[config.mk]
export PLATFORM = sky130hd
export DESIGN_NAME = restoring_div_ctrl
export DESIGN_NICKNAME = d
export VERILOG_FILES = /design/src/rtl/div_pkg.sv /design/src/rtl/rem_sub_step.sv /design/src/rtl/restoring_div_ctrl.sv
export SDC_FILE = /design/constraint.sdc
export NUM_CORES = 1
export LEC_CHECK = 0
export CAP_MARGIN = 10
export CORE_MARGIN = 10
export CORE_UTILIZATION = 35
export DETAILED_ROUTE_END_ITERATION = 7
export GPL_TIMING_DRIVEN = 1
export SLEW_MARGIN = 20
export SYNTH_ARGS = -nofsm -noshare
export SYNTH_HDL_FRONTEND = slang
export SYNTH_SLANG_ARGS = --single-unit
[constraint.sdc]
create_clock -name clk -period 5.4 [get_ports clk]
set_clock_uncertainty 0.2 [all_clocks]
set_input_delay 0.81 -clock clk [delete_from_list [all_inputs] [get_ports clk]]
set_output_delay 0.81 -clock clk [all_outputs]
set_load 0.01 [all_outputs]
[src/rtl/div_pkg.sv]
// Shared constants and state encoding for the restoring divider controller.
package div_pkg;

    localparam int DIV_WIDTH = 10;
    localparam int DIV_CNT_W = $clog2(DIV_WIDTH + 1);

    typedef enum logic [2:0] {
        IDLE  = 3'd0,
        LOAD  = 3'd1,
        PRIME = 3'd2,
        ITER  = 3'd3,
        DONE  = 3'd4
    } div_state_e;

endpackage

[src/rtl/rem_sub_step.sv]
// One restoring-division step: shift the next dividend bit into the partial
// remainder, trial-subtract the divisor, keep the difference if non-negative.
module rem_sub_step import div_pkg::*; #(
    parameter int WIDTH = DIV_WIDTH
) (
    input  logic [WIDTH:0]   a,
    input  logic [WIDTH-1:0] d,
    input  logic             qlout,
    output logic [WIDTH:0]   a_next,
    output logic             qbit
);

    logic [WIDTH:0]   t_s;
    logic [WIDTH+1:0] diff_s;

    // a[WIDTH] is always 0 (A < D before each shift), so {a, qlout} equals the zero-extended shifted remainder.
    always_comb begin
        t_s    = {a[WIDTH-1:0], qlout};
        diff_s = {a, qlout} - {2'b00, d};
        qbit   = ~diff_s[WIDTH+1];
        if (qbit) begin
            a_next = diff_s[WIDTH:0];
        end else begin
            a_next = t_s;
        end
    end

endmodule

[src/rtl/restoring_div_ctrl.sv]
// Restoring-division controller driving an external quotient shift register.
// Optional divide-by-zero short-cut enabled by defining DIV_ZERO_CHECK_EN.
module restoring_div_ctrl import div_pkg::*; #(
    parameter int WIDTH = DIV_WIDTH
) (
    input  logic             clk,
    input  logic             rst,
    input  logic             start,
    input  logic [WIDTH-1:0] divisor,
    input  logic             qlout,
    output logic             sload,
    output logic             sshl,
    output logic             serin,
    output logic             busy,
    output logic             done,
    output logic [WIDTH-1:0] remainder,
    output logic             dz
);

    localparam int CNT_W = $clog2(WIDTH + 1);

    div_state_e       state_r;
    div_state_e       state_s;
    logic [WIDTH-1:0] d_r;
    logic [WIDTH:0]   a_r;
    logic [CNT_W-1:0] cnt_r;
    logic [WIDTH-1:0] remainder_r;
    logic             dz_r;
    logic [WIDTH:0]   a_next_s;
    logic             qbit_s;
    logic             zero_s;
    logic             last_iter_s;

`ifdef DIV_ZERO_CHECK_EN
    assign zero_s = (divisor == {WIDTH{1'b0}});
`else
    assign zero_s = 1'b0;
`endif

    assign last_iter_s = (cnt_r == CNT_W'(WIDTH - 1));

    rem_sub_step #(.WIDTH(WIDTH)) u_step (
        .a      (a_r),
        .d      (d_r),
        .qlout  (qlout),
        .a_next (a_next_s),
        .qbit   (qbit_s)
    );

    // State register.
    always_ff @(posedge clk) begin
        if (rst) begin
            state_r <= IDLE;
        end else begin
            state_r <= state_s;
        end
    end

    // Next-state decode.
    always_comb begin
        state_s = state_r;
        case (state_r)
            IDLE: begin
                if (start) begin
                    state_s = zero_s ? DONE : LOAD;
                end else begin
                    state_s = IDLE;
                end
            end
            LOAD:  state_s = PRIME;
            PRIME: state_s = ITER;
            ITER: begin
                if (last_iter_s) begin
                    state_s = DONE;
                end else begin
                    state_s = ITER;
                end
            end
            DONE:    state_s = IDLE;
            default: state_s = IDLE;
        endcase
    end

    // Datapath registers: divisor, partial remainder, counter, result.
    always_ff @(posedge clk) begin
        if (rst) begin
            d_r         <= {WIDTH{1'b0}};
            a_r         <= {(WIDTH + 1){1'b0}};
            cnt_r       <= {CNT_W{1'b0}};
            remainder_r <= {WIDTH{1'b0}};
            dz_r        <= 1'b0;
        end else begin
            case (state_r)
                IDLE: begin
                    if (start) begin
                        d_r   <= divisor;
                        a_r   <= {(WIDTH + 1){1'b0}};
                        cnt_r <= {CNT_W{1'b0}};
                        dz_r  <= zero_s;
                    end
                end
                ITER: begin
                    a_r   <= a_next_s;
                    cnt_r <= cnt_r + CNT_W'(1);
                end
                DONE: begin
                    remainder_r <= a_r[WIDTH-1:0];
                end
                default: begin
                end
            endcase
        end
    end

    // Strobes decoded from state; serin follows the step cell only while iterating.
    always_comb begin
        sload = 1'b0;
        sshl  = 1'b0;
        serin = 1'b0;
        done  = 1'b0;
        busy  = (state_r != IDLE);
        case (state_r)
            LOAD:  sload = 1'b1;
            PRIME: sshl  = 1'b1;
            ITER: begin
                sshl  = 1'b1;
                serin = qbit_s;
            end
            DONE:    done = 1'b1;
            default: begin
            end
        endcase
    end

    assign remainder = remainder_r;
    assign dz        = dz_r;

endmodule

==> metrics.yaml, run 1 <==
floorplanning:
  die_area_mm2: 0.00989
  die_h_um: 99.5
  start_util_pct: 36.7
  core_mm2: 0.00603
  fp-row-count: 28
  io_pins: 30
  die_x_um: 99.5
synthesis:
  yosysWarnings: 0
  syn_inst: 293
  synth-compound-area-share_pct: 21.9
  synth_area_per_cell_um2: 7.54
  ys_seq_area_share_pct: 34.4
  synth_area_leaders: "dfxtp_1 34%, nand2_1 12%, a21oi_1 7.0%"
  synthXorXnorAreaFrac_pct: 2.38
  synthMuxAreaShare_pct: 0.453
  ys_ff_latch: 38
  synth-adder-area-share_pct: 7.70
  synth_area_mm2: 0.00221
  synth_top_area_share_pct: 34.4
  synth_cell_types: 48
  synthTopCellsByCount: "69 x nand2_1, 38 x dfxtp_1, 31 x a21oi_1, 22 x inv_1, 15 x nor2_1"
  synth_flop_cell: "dfxtp_1"
  synth.most_common_cell: "nand2_1"
  yosysTopAreaCell: "dfxtp_1"
  async_flop_share_pct: 0
  syn-num-nets: 320
  synth_top_family_by_area: "simple AND/OR/NAND/NOR gates"
  synth-edff-count: 0
  yosys.area_share.simple_pct: 25.0
route:
  drtAntennaViolNets: 0
  drt_iter0_markers: 120
  dr.pass1.iters: 4
  viasPerCell: 5.12
  drc: 0
  drt-wirelength-per-cell_um: 13.8
  num_vias: 1988
  drt-total-wl_um: 5340
clock_tree:
  htreeDepth: 2
  clockRootBuffer: "clkbuf_8"
  cts_buffers: 5
  clk_latency_ns: 0.30
  cts-resized-gates: 0
  cts_tree: "done"
  clockBufferDepth: 2
  path_clk_slew_ns: 0.07
  post_cts_buffers: 0
  cts_sinks: 38
  postCtsHoldBufs: 0
status:
  status: "complete, no violations"
layout:
  fin_util_pct: 43.0
  fillers: 634
  fin_nets: 340
  drive_above_1_share_pct: 4.79
  seq_area_um2: 761
  diodes: 0
  multi_input_area_mm2: 0.00127
  area_growth_pct: 17.2
sta:
  slew_headroom_pct: 52.1
  timing.setup.tns_ns: 0
  hold_viol_final: 0
  slew_viol_final: 0
  fin_crit_ns: 4.17
  finalSetupViolCount: 0
  period_share_pct: 77.2
  worst_pin_slew_ns: 0.713
  fmax_ghz: 0.240
  rsz0062_at_grt: "false"
setup_path:
  cp_max_fo: 12
  worstSetupEndpointType: "primary output"
  regToRegSetupSlack_ns: 2.81
  r2r-end: "a_r[0]"
  crit_arrival_ns: 3.16
  reg2reg_from: "d_r[7]"
  crit_path_start_kind: "input port"
  r2r_cells: 8
  crit_type: "in -> out"
  worst_ep_required_time_ns: 4.39
global_route:
  grt_max_degree: 30
  grt_pass1_vias: 1922
  track_usage_pct: 10.9
  grt.overflow.total: 0
  grt_pass1_wl_um: 9160
  antenna_found_initial: 0
worst_hold_path:
  min_to: "cnt_r[3]"
  min_path_type: "reg -> reg"
  worstHoldStart: "cnt_r[3]"
  hold_depth: 1
power:
  p_per_area_mw_per_mm2: 241
  ir_drop_mv: 0.131
  leakagePower_uw: 0.000961
  fin_total_pwr_uw: 625
placement:
  hpwl_um: 4080
  io_buffers: 28
  gp_congestion: 0.926
run:
  drv_cap: 0
[layout make-up]
type | instances | share of cell area (%)
clock buffers | 5 | 2.66
clock inverters | 2 | 0.386
inverters | 22 | 3.19
multi-input cells | 215 | 49.1
flip-flops and latches | 38 | 29.4
well taps | 75 | 3.62
repair buffers | 31 | 11.7
[routing by layer]
metal / global-route usage [%] / part of all wire, %
met3: 3.94 / 5.3
met1: 13.6 / 48
met4: 2.65 / 0.97
met5: 0 / 0
met2: 17.4 / 45
[worst max path at each step]
stage	endpoint	startpoint	slack, ns
3_5_place_dp	serin	qlout	1.27
2_1_floorplan	serin	qlout	2.44
4_1_cts	serin	qlout	1.25
5_1_grt	serin	qlout	1.0
3_3_place_gp	serin	qlout	1.32
6_report	serin	qlout	1.23
[per-stage QoR]
step                      std cells  setup slack [ns]  instance area [um^2]  hold slack (ns)
after floorplan                 293              2.44                  2210            0.227
after global placement          381              1.32                  2510            0.243
after detailed placement        381              1.27                  2510            0.249
after CTS                       388              1.25                  2590            0.260
after global routing            388              1.00                  2590            0.270
final                           388              1.23                  2590            0.255
[cell families after synthesis]
group	Yosys count
flip-flops	38
AND/OR/NAND/NOR	124
other	1
AO/OA/AOI/OAI	70
multiplexers	1
buffers and inverters	40
adder cells (fa/ha/maj)	13
XOR/XNOR	6
[critical path, stage by stage]
cell	delay (ns)
clkdlybuf4s50_1	0.46
inv_1	0.05
ha_1	0.20
nor2b_1	0.21
o2111ai_1	0.17
nand4_1	0.14
nand3_1	0.33
and3_1	0.31
clkdlybuf4s50_1	0.48
[registers in the layout, indices dropped and copies added (netlist names)]
register,count
a_r,11
d_r,10
remainder,10
cnt_r,4
state_r,3
[power breakdown]
part / internal, uW / switching [uW]
combinational: 58.3 / 84.8
sequential: 288 / 6.26
clock: 86.7 / 101
[placed cells by master, fill, tap and decap left out, types with 2 or more instances in the layout]
cell type / netlist / routed
nand2_1: 69 / 69
dfxtp_1: 38 / 38
a21oi_1: 31 / 31
clkdlybuf4s50_1: 0 / 28
inv_1: 22 / 22
nor2_1: 15 / 15
ha_1: 12 / 12
nor3_1: 9 / 9
o211ai_1: 9 / 9
nand3_1: 8 / 8
nand4_1: 7 / 7
o2111ai_1: 5 / 5
and3_1: 5 / 5
clkbuf_8: 0 / 5
o21ai_0: 4 / 4
xor2_1: 4 / 4
buf_4: 2 / 3
and2_1: 2 / 2
nor2b_1: 2 / 2
a21o_1: 2 / 2
o2111a_1: 2 / 2
nand2b_1: 2 / 2
o311ai_0: 2 / 2
o21a_1: 2 / 2
xnor2_1: 2 / 2
clkinv_2: 0 / 2
Note: power is estimated with default switching activity, not from simulation.
==> inputs of run 2 (changes only) <==
Clock period 5.4 ns to 3.74 ns, I/O delays scaled along.
==> run 2 against run 1 <==
Power grew 44%. Sequential share of layout area fell by 0.25 points. First-iteration DRC count fell by 46%. Core utilization rose by 0.37 points. Critical path type unchanged. Critical endpoint unchanged. Largest power group unchanged. Highest routed layer unchanged.
==> metrics.yaml, run 2 (synthesis results as in run 1) <==
status:
  status: "complete, no violations"  # unchanged
sta:
  setup_ws_ns: 0.305  # was 1.23 ns
  period_share_pct: 91.9
  holdWs_ns: 0.255  # about the same
  hold_viol_final: 0  # unchanged
  slew_viol_final: 0  # unchanged
  fmax_ghz: 0.291
  fin_crit_ns: 3.44
  timing.setup.tns_ns: 0  # unchanged
  rsz0062_at_grt: "false"  # unchanged
  finalSetupViolCount: 0  # unchanged
route:
  drt_iter0_markers: 65  # was 120
  drc: 0  # unchanged
  dr.pass1.iters: 4  # unchanged
  num_vias: 1997  # was 1,988
  viasPerCell: 5.11  # was 5.12
  drt-wirelength-per-cell_um: 13.4  # was 13.8 um
  drtAntennaViolNets: 0  # unchanged
  drt-total-wl_um: 5240  # was 5340 um
floorplanning:
  die_area_mm2: 0.00989  # unchanged
  start_util_pct: 36.7  # unchanged
  die_h_um: 99.5  # unchanged
  core_mm2: 0.00603  # unchanged
  fp-row-count: 28  # unchanged
  die_x_um: 99.5  # unchanged
  io_pins: 30  # unchanged
placement:
  io_buffers: 28  # unchanged
  hpwl_um: 4090  # was 4080 um
  place_ws_ns: 0.321  # was 1.27 ns
  gp_congestion: 0.846  # was 0.926
clock_tree:
  path_clk_slew_ns: 0.07  # about the same
  clk_latency_ns: 0.29  # was 0.30 ns
  postCtsHoldBufs: 0  # unchanged
  clockBufferDepth: 2  # unchanged
  post_cts_buffers: 0  # unchanged
  cts-resized-gates: 0  # unchanged
  cts_sinks: 38  # unchanged
  clockRootBuffer: "clkbuf_8"  # unchanged
  cts_tree: "done"  # unchanged
  htreeDepth: 2  # unchanged
  cts_buffers: 5  # unchanged
setup_path:
  worstSetupEndpointType: "primary output"  # unchanged
  cp_max_fo: 3  # was 12
  max_stage_delay_ns: 0.53  # was 0.48 ns
  regToRegSetupSlack_ns: 1.13  # was 2.81 ns
  crit_chain: "clkdlybuf4s50_1 > inv_1 > ha_1 > nor2b_1 > o2111ai_1 > nand4_1 > a21o_1 > and3_1 > clkdlybuf4s50_1"  # was clkdlybuf4s50_1 > inv_1 > ha_1 > nor2b_1 > o2111ai_1 > nand4_1 > nand3_1 > and3_1 > clkdlybuf4s50_1
  crit_slowest_cell: "clkdlybuf4s50_1"  # unchanged
  path_buf_inv: 3  # unchanged
  crit_top_cell: "clkdlybuf4s50_1"  # unchanged
  crit_path_start_kind: "input port"  # unchanged
  crit_arrival_ns: 2.67  # was 3.16 ns
  crit_type: "in -> out"  # unchanged
  critPathTopFamily: "buffers and inverters"  # unchanged
  worst_ep_required_time_ns: 2.98  # was 4.39 ns
power:
  ir_drop_mv: 0.190  # was 0.131 mV
  p_per_area_mw_per_mm2: 346  # was 241 mW/mm^2
  leakagePower_uw: 0.000976  # was 0.000961 uW
global_route:
  grt_max_degree: 18  # was 30
  grt_pass1_vias: 1924  # was 1,922
  track_usage_pct: 10.8  # was 10.9%
  grt_pass1_wl_um: 9000  # was 9160 um
  antenna_found_initial: 0  # unchanged
  grt.overflow.total: 0  # unchanged
worst_hold_path:
  min_path_type: "reg -> reg"  # unchanged
layout:
  fin_nets: 343  # was 340
  area_growth_pct: 18.2  # was 17.2%
  largest_register: "a_r"  # unchanged
  final_common_cell: "nand2_1"  # unchanged
  largest_register_ffs: 11  # unchanged
  drive_above_1_share_pct: 5.70  # was 4.79%
  final_cell_mix: "69 x nand2_1, 38 x dfxtp_1, 31 x a21oi_1"  # unchanged
  fin_util_pct: 43.4  # was 43.0%
  diodes: 0  # unchanged
run:
  drv_cap: 0  # unchanged
-- run 2: changes by cell type in the layout (fill, tap and decap cells not counted), sizes merged --
cell,delta
buf,+3
-- run 2: final timing paths --
kind / startpoint / endpoint / cells past startpoint
min reg2reg: remainder[3] / remainder[3] / 2
max: qlout / serin / 9
max reg2reg: d_r[0] / a_r[10] / 9
min: remainder[3] / remainder[3] / 2
-- run 2: report_power, final --
part           internal (uW)  leakage (uW)  total (uW)  switching (uW)
Sequential               416      0.000308         425            9.00
Clock                    125     0.0000438         265             140
Combinational           89.1      0.000624         213             124
-- run 2: area by class of cell --
class                   instances  area [um^2]
flip-flops and latches         38          761
inverters                      22         82.6
clock buffers                   5         68.8
well taps                      75         93.8
repair buffers                 34          325
multi-input cells             215         1270
fillers                       649         3410
clock inverters                 2         10.0
-- run 2: worst register-to-register path: cells and delay by family, from the launching register on --
family                   cells  cell delay (ns)
AO/OA/AOI/OAI                4             1.12
adder cells (fa/ha/maj)      2             0.56
buffers and inverters        1             0.06
flip-flops                   1             0.33
AND/OR/NAND/NOR              2             0.28
-- run 2: layer usage --
layer / vias to the layer above / part of all wire, % / GRT usage, %
met5: - / 0 / 0
met4: 0 / 0.88 / 2.65
met3: 8 / 6.2 / 4.08
met2: 37 / 44 / 16.8
met1: 890 / 49 / 13.6
li1: 1062 / - / -
-- run 2: through the flow --
step / power, uW / std cells / instance area, um^2
3_3_place_gp: 644 / 384 / 2530
3_5_place_dp: 645 / 384 / 2530
5_1_grt: 956 / 391 / 2610
4_1_cts: 911 / 391 / 2610
2_1_floorplan: 592 / 293 / 2210
6_report: 903 / 391 / 2610
==> inputs of run 3 (changes only) <==
Settings changed: CAP_MARGIN 10 to default.
==> results of run 3 <==
Same layout as run 2: the final DEF is identical, and so are final timing and power.
